File: src/rtl/alu_cmd_seq.sv
// alu_cmd_seq: button/switch command entry, ALU handshake and result hold; define ALU_SELF_CHECK_EN for the result self-check
module alu_cmd_seq #(
  parameter int DEB_CYCLES = 16,
  parameter int TO_CYCLES  = 255
) (
  input  logic       clk,
  input  logic       rst_n,
  input  logic [3:0] sw,
  input  logic       btn_next,
  input  logic       btn_clr,
  output logic [3:0] alu_a,
  output logic [3:0] alu_b,
  output logic [2:0] alu_sel,
  output logic       alu_valid,
  input  logic       alu_ready,
  input  logic [4:0] alu_out,
  input  logic [3:0] alu_flags,
  output logic [4:0] res,
  output logic [3:0] flags,
  output logic [2:0] phase,
  output logic       timeout,
  output logic       mismatch
);
  localparam int DW = $clog2(DEB_CYCLES + 1);
  localparam int TW = $clog2(TO_CYCLES + 1);
  typedef enum logic [2:0] {
    GET_A  = 3'd0,
    GET_B  = 3'd1,
    GET_OP = 3'd2,
    ISSUE  = 3'd3,
    WAIT   = 3'd4,
    SHOW   = 3'd5
  } state_t;
  state_t state;
  logic [TW-1:0] to_cnt;
  logic [1:0] raw, ev;
  logic nxt, clr;
  assign raw = {btn_clr, btn_next};
  assign nxt = ev[0];
  assign clr = ev[1];
  assign phase = state;
  for (genvar i = 0; i < 2; i++) begin : g_btn
    logic [1:0] sy;
    logic lvl, lvl_q;
    logic [DW-1:0] cnt;
    // the level flips only after DEB_CYCLES consecutive samples that disagree with it
    always_ff @(posedge clk)
      if (!rst_n) begin
        sy <= '0;
        lvl <= 1'b0;
        lvl_q <= 1'b0;
        cnt <= '0;
      end else begin
        sy <= {sy[0], raw[i]};
        lvl_q <= lvl;
        if (sy[1] == lvl) cnt <= '0;
        else if (cnt == DW'(DEB_CYCLES - 1)) begin
          lvl <= sy[1];
          cnt <= '0;
        end else cnt <= cnt + 1'b1;
      end
    assign ev[i] = lvl & ~lvl_q;
  end
  always_ff @(posedge clk)
    if (!rst_n) begin
      state <= GET_A;
      alu_a <= '0;
      alu_b <= '0;
      alu_sel <= '0;
      alu_valid <= 1'b0;
      res <= '0;
      flags <= '0;
      timeout <= 1'b0;
      to_cnt <= '0;
    end else if (clr) begin
      state <= GET_A;
      res <= '0;
      flags <= '0;
      alu_valid <= 1'b0;
      timeout <= 1'b0;
    end else
      case (state)
        GET_A: if (nxt) begin
          alu_a <= sw;
          state <= GET_B;
        end
        GET_B: if (nxt) begin
          alu_b <= sw;
          state <= GET_OP;
        end
        GET_OP: if (nxt) begin
          alu_sel <= sw[2:0];
          alu_valid <= 1'b1;
          state <= ISSUE;
        end
        ISSUE: begin
          to_cnt <= '0;
          state <= WAIT;
        end
        WAIT: if (alu_ready) begin
          res <= alu_out;
          flags <= alu_flags;
          alu_valid <= 1'b0;
          timeout <= 1'b0;
          state <= SHOW;
        end else if (to_cnt == TW'(TO_CYCLES - 1)) begin
          alu_valid <= 1'b0;
          timeout <= 1'b1;
          state <= SHOW;
        end else to_cnt <= to_cnt + 1'b1;
        SHOW: if (nxt) state <= GET_A;
        default: state <= GET_A;
      endcase
`ifdef ALU_SELF_CHECK_EN
  logic [4:0] exp_res;
  logic cap;
  assign cap = state == WAIT && alu_ready && !clr;
  always_comb begin
    exp_res = '0;
    case (alu_sel)
      3'd0: exp_res = 5'(alu_a) + 5'(alu_b);
      3'd1: exp_res = 5'(alu_a) + (~5'(alu_b) + 5'd1);
      3'd2: exp_res = {1'b0, ~alu_a};
      3'd3: exp_res = {1'b0, alu_a & alu_b};
      3'd4: exp_res = {1'b0, alu_a | alu_b};
      3'd5: exp_res = {1'b0, alu_a ^ alu_b};
      3'd6: exp_res = {4'b0, $signed(alu_a) < $signed(alu_b)};
      3'd7: exp_res = {4'b0, alu_a == alu_b};
      default: exp_res = '0;
    endcase
  end
  always_ff @(posedge clk)
    if (!rst_n || clr) mismatch <= 1'b0;
    else if (cap && alu_out != exp_res) mismatch <= 1'b1;
`else
  assign mismatch = 1'b0;
`endif
endmodule

File: config.mk
export PLATFORM = sky130hd
export DESIGN_NAME = alu_cmd_seq
export DESIGN_NICKNAME = d
export VERILOG_FILES = /design/src/rtl/alu_cmd_seq.sv
export SDC_FILE = /design/constraint.sdc
export NUM_CORES = 1
export LEC_CHECK = 0
export ABC_AREA = 1
export CAP_MARGIN = 20
export CORE_MARGIN = 1.5
export CORE_UTILIZATION = 55
export DETAILED_ROUTE_END_ITERATION = 16
export HOLD_SLACK_MARGIN = 0.12
export PLACE_DENSITY = 0.84
export SETUP_SLACK_MARGIN = 0.1
export SKIP_CTS_REPAIR_TIMING = 1
export SYNTH_ARGS = -nofsm -noshare
export SYNTH_HDL_FRONTEND = slang
export SYNTH_SLANG_ARGS = --single-unit
File: constraint.sdc
create_clock -name clk -period 3 [get_ports clk]
set_input_delay 0.9 -clock clk [delete_from_list [all_inputs] [get_ports clk]]
set_output_delay 0.9 -clock clk [all_outputs]
set_load 0.005 [all_outputs]
After elaboration in Yosys (flattened, before gate mapping)
Cells that the tools add are included.

Input bits: 18. Word-level logic and storage cells: 78. Output and inout bits: 26. Register bits after elaboration: 51.

Bitwise gates (word level): 8. Add/sub/neg operators: 3. Reduce and logical (&&, ||, !) cells: 17. Muxes and demuxes: 16. Equal/unequal tests: 17.

Operator list (count): 3-bit two-way mux (6); 3-bit case mux with 6 select lines (1); 8-bit two-way mux (2); 8-bit case mux with 2 select lines (1); 2-bit != test (second input constant) (6); 3-bit AND reduction (4); 5-bit by 1-bit adder with 5-bit output (second input constant) (2); 5-bit by 4-bit == test with 1-bit output (second input constant) (2); 8-bit by 1-bit adder with 8-bit output (second input constant) (1); 8-bit == test (second input constant) (1); 2-bit AND reduction (4); 3-bit by 2-bit == test with 1-bit output (second input constant) (2); 3-bit == test (second input constant) (2); 1-bit inverter (6); 2-bit nonzero test (3); 3-bit OR reduction (2); 1-bit two-way mux (5); 5-bit AND reduction (1); 4-bit AND reduction (1); 3-bit by 1-bit == test with 1-bit output (second input constant) (1); 3-bit logical NOT (1); 3-bit != test (second input constant) (1); 1-bit bitwise AND (2); 1-bit == test (2); 2 further kinds (2).

Logic depth before layout (Yosys ltp)
Word-level depth: 4. Mapped depth: 11.

Worst setup path before layout
Ideal clock, no wire load.

Kind: input-to-reg. Start point: input port alu_ready. End point: register state[1], in the netlist phase[1]. Data required time: 2884 ps. Library setup time: 116 ps. Cell stages on the path: 6. Setup slack: 1325 ps. Path buffers: 1. Data arrival time: 1560 ps. Cells stage by stage: buf_1 > inv_1 > nand3_1 > nand2_1 > o21ai_0 > nor2_1.

Word-level cells in the longest chain between the ends: 2. Elaborated cells on any way between the ends: 4. Classes of those cells: eq/ne: 1; mux: 2; reduce/logical: 1.

RTL lines: start, declared (line 15) `input logic alu_ready,`; 3-bit != test (no line) or 3-bit two-way mux (tied branches); 5-bit AND reduction (no line) or 3-bit case mux with 6 select lines (tied branches); end signal, assigned (line 66) `state <= GET_A;`; end signal, assigned (line 76) `state <= GET_A;`; end signal, assigned (line 85) `state <= GET_B;`; end, declared (line 34) `state_t state;`.

Several ways; a longest one is shown, not always the timed one. A chain may end at the register's enable or synchronous reset.

Worst setup path in the final report
Start point: register state[0], in the netlist phase[0]. End point: output port phase[0].

RTL lines: end, declared (line 20) `output logic [2:0] phase,`.

No word-level cell between the ends.

==> summary.txt <==
DRC Markers: 0
Initial antenna violation count: 0
Arrival time at the worst endpoint: 1350 ps
Register bit total from synthesis: 51
Fillers: 321
Clock sinks: 51
Core area: 0.00377 sq mm
Ys async rst share: 0%
Final WL: 4260 microns
Area growth, synth to finish: 23.9%
Ordered list of cells on the worst path: clkdlybuf4s50_1
Met3 Use GR: 6.42%
Total gr overflow: 0
Critical-path top delay cell: clkdlybuf4s50_1
Storage cell area: 0.00102 sq mm
DR iter-0 viols: 149
DRT Pass-1 Iters: 4
RSZ-0062 raised after global routing: no
Share of post-route cells with drive strength above 1: 7.20%
P per Cell Area: 578 mW/mm^2
Clock share of power: 23.9%
Via count: 1996
H-tree depth: 2
CTS Buf Count: 5
Worst path buffer plus inverter count: 1
Largest net degree at the start of global routing: 26
GRT busiest layer: met2
Remaining antenna violation count: 0
Achievable Freq: 0.445 GHz
Most frequent cells after synthesis: nor2_1 (63), nand2_1 (52), dfxtp_1 (51)
R2R depth: 10
Critical path type: reg -> out
Synth top area share: 45.9%
Synthesized cell area: 0.00222 sq mm
Setup TNS: 0 ps
Status: complete, no violations
First-pass GRT wire length: 7420 microns
Clock latency on the worst-skew pair: 300 ps
Hold path cells: 2
Initial Utilization: 59.0%
Area of the multi-input gates: 0.00102 sq mm
M1 GR Usage: 25.3%
Final Net Count: 370
Setup crit start kind: register
Avg Vias per Cell: 5.05
Clock skew: 6.80 ps
Hold slack: 415 ps
Yosys cell types: 28
Synthesized Nets: 327
Crit. End Element: primary output
Cell taking the most area after synthesis: dfxtp_1
Port bufs: 42
Yosys warning count: 0
Ant. Diodes: 0
HP Class: reg -> reg
Grt met2 use: 38.3%
GP Congestion: 0.827
Post-DP HPWL: 3150 microns
Total GRT Usage: 21.6%
CTS tree: done
Most frequent cell after synthesis: nor2_1
Seq/Total Area, Yosys: 45.9%
I/O Pins: 44
Die span in x: 66.6 microns
Number of global-route vias before repair: 1802
Critical Path RT: 2100 ps
Crit path time final: 2250 ps
Syn Inst Count: 303
Setup violators final: 0
WL per Instance: 10.8 microns
Max-Cap Viols: 0
Crit path depth: 1
Worst-path clk slew: 90 ps
Num rows: 22
CTS root buf: clkbuf_8
Die footprint: 0.00443 sq mm
Combinational fraction of design power: 25.5%
Crit-path max FO: 7
Psw: 0.000524 W
Synth top area cells: dfxtp_1 (46%), nor2_1 (11%), nand2_1 (8.8%)
Maximum clock path buffer count: 2
Net Sw Frac: 32.9%
CP delay by family, top: buffers and inverters
Reg power frac: 50.6%
Post-synth top flop: dfxtp_1
EDFF count, synth: 0
Leak Pwr: 1.10 nW
Tcrit/Tclk final: 74.9%
Worst path max stage delay: 560 ps
Die Span Y: 66.6 microns
Maximum vdd drop: 373 uV
Final hold vios: 0
Avg Inst Size Synth: 7.34 sq um
Max Slew Vio Count: 0
Cell-internal power: 0.00107 W
==> state kept, by name, indices dropped and copies added, names as in the netlist <==
signal,count
phase,3
to_cnt,8
alu_sel,3
g_btn.lvl_q,2
flags,4
alu_a,4
g_btn.lvl,2
g_btn.sy,4
alu_valid,1
res,5
alu_b,4
g_btn.cnt,10
timeout,1
==> placed cells by master, fill, tap and decap left out <==
cell type	synthesis	layout
nand4_1	2	2
clkinv_2	0	1
clkdlybuf4s50_1	0	42
clkinvlp_4	0	1
dfxtp_1	51	51
o211ai_1	2	2
nor2_1	63	63
o21ai_0	18	18
conb_1	1	1
clkbuf_1	1	1
nor3b_1	2	2
o21bai_1	3	3
clkbuf_8	0	5
inv_4	1	1
or2_1	1	1
nor2_2	1	1
buf_4	2	2
nand3_2	6	6
nand2_2	2	2
inv_1	33	33
a21oi_1	23	23
nand2_1	52	52
a21oi_2	2	2
nor3_1	1	1
inv_2	2	2
nor2_4	1	1
ha_1	6	6
nand2_4	1	1
nand3_1	21	21
==> routing by layer <==
metal | share of wire [%] | routed length [microns]
met1 | 47 | 1990
met2 | 47 | 2000
met3 | 5.2 | 222
met4 | 1.1 | 45
met5 | 0 | 0
==> cells by family (layout without fill, tap and decap cells) <==
kind of cell / after synthesis / count (layout) / synth area share [%]
AND/OR/NAND/NOR: 153 / 153 / 30.4
adder cells (fa/ha/maj): 6 / 6 / 3.38
other: 1 / 1 / 0.169
AO/OA/AOI/OAI: 48 / 48 / 11.7
flip-flops: 51 / 51 / 45.9
buffers and inverters: 44 / 88 / 8.38
==> per-stage QoR <==
step	total power [W]	util [%]	setup WS (ps)	cells	instance area [sq um]
after floorplan	0.00110	-	1320	303	2220
after global placement	0.00121	70.8	649	387	2670
after detailed placement	0.00122	70.8	617	387	2670
after CTS	0.00160	73.1	747	395	2760
after global routing	0.00169	73.1	691	395	2760
final	0.00159	73.1	753	395	2760
==> power by group through the flow <==
stage	Clock (W)	Combinational (W)	Sequential, W
after global routing	0.000418	0.000464	0.000814
final	0.000381	0.000406	0.000805
after detailed placement	0	0.000402	0.000819
after floorplan	0	0.000293	0.000808
after global placement	0	0.000392	0.000818
after CTS	0.000390	0.000408	0.000803
==> path summary, 6_finish.rpt <==
check                             from                         to  slack [ps]
min          g_btn[0].sy[0]$_SDFF_PN0_  g_btn[0].sy[1]$_SDFF_PN0_         410
min reg2reg  g_btn[0].sy[0]$_SDFF_PN0_  g_btn[0].sy[1]$_SDFF_PN0_         410
max reg2reg     to_cnt[0]$_SDFFE_PN0P_     to_cnt[3]$_SDFFE_PN0P_        1390
max              phase[0]$_SDFFE_PP0P_                   phase[0]         750
==> final cells by class <==
cell class                      instances  share of cell area [%]
Sequential cell                        51                    37.1
Timing Repair Buffer                   44                    15.8
Multi-Input combinational cell        208                    36.9
Clock buffer                            6                    2.63
Inverter                               36                    5.00
Tap cell                               48                    2.18
Clock inverter                          2                   0.454
Note: power is estimated with default switching activity, not from simulation.
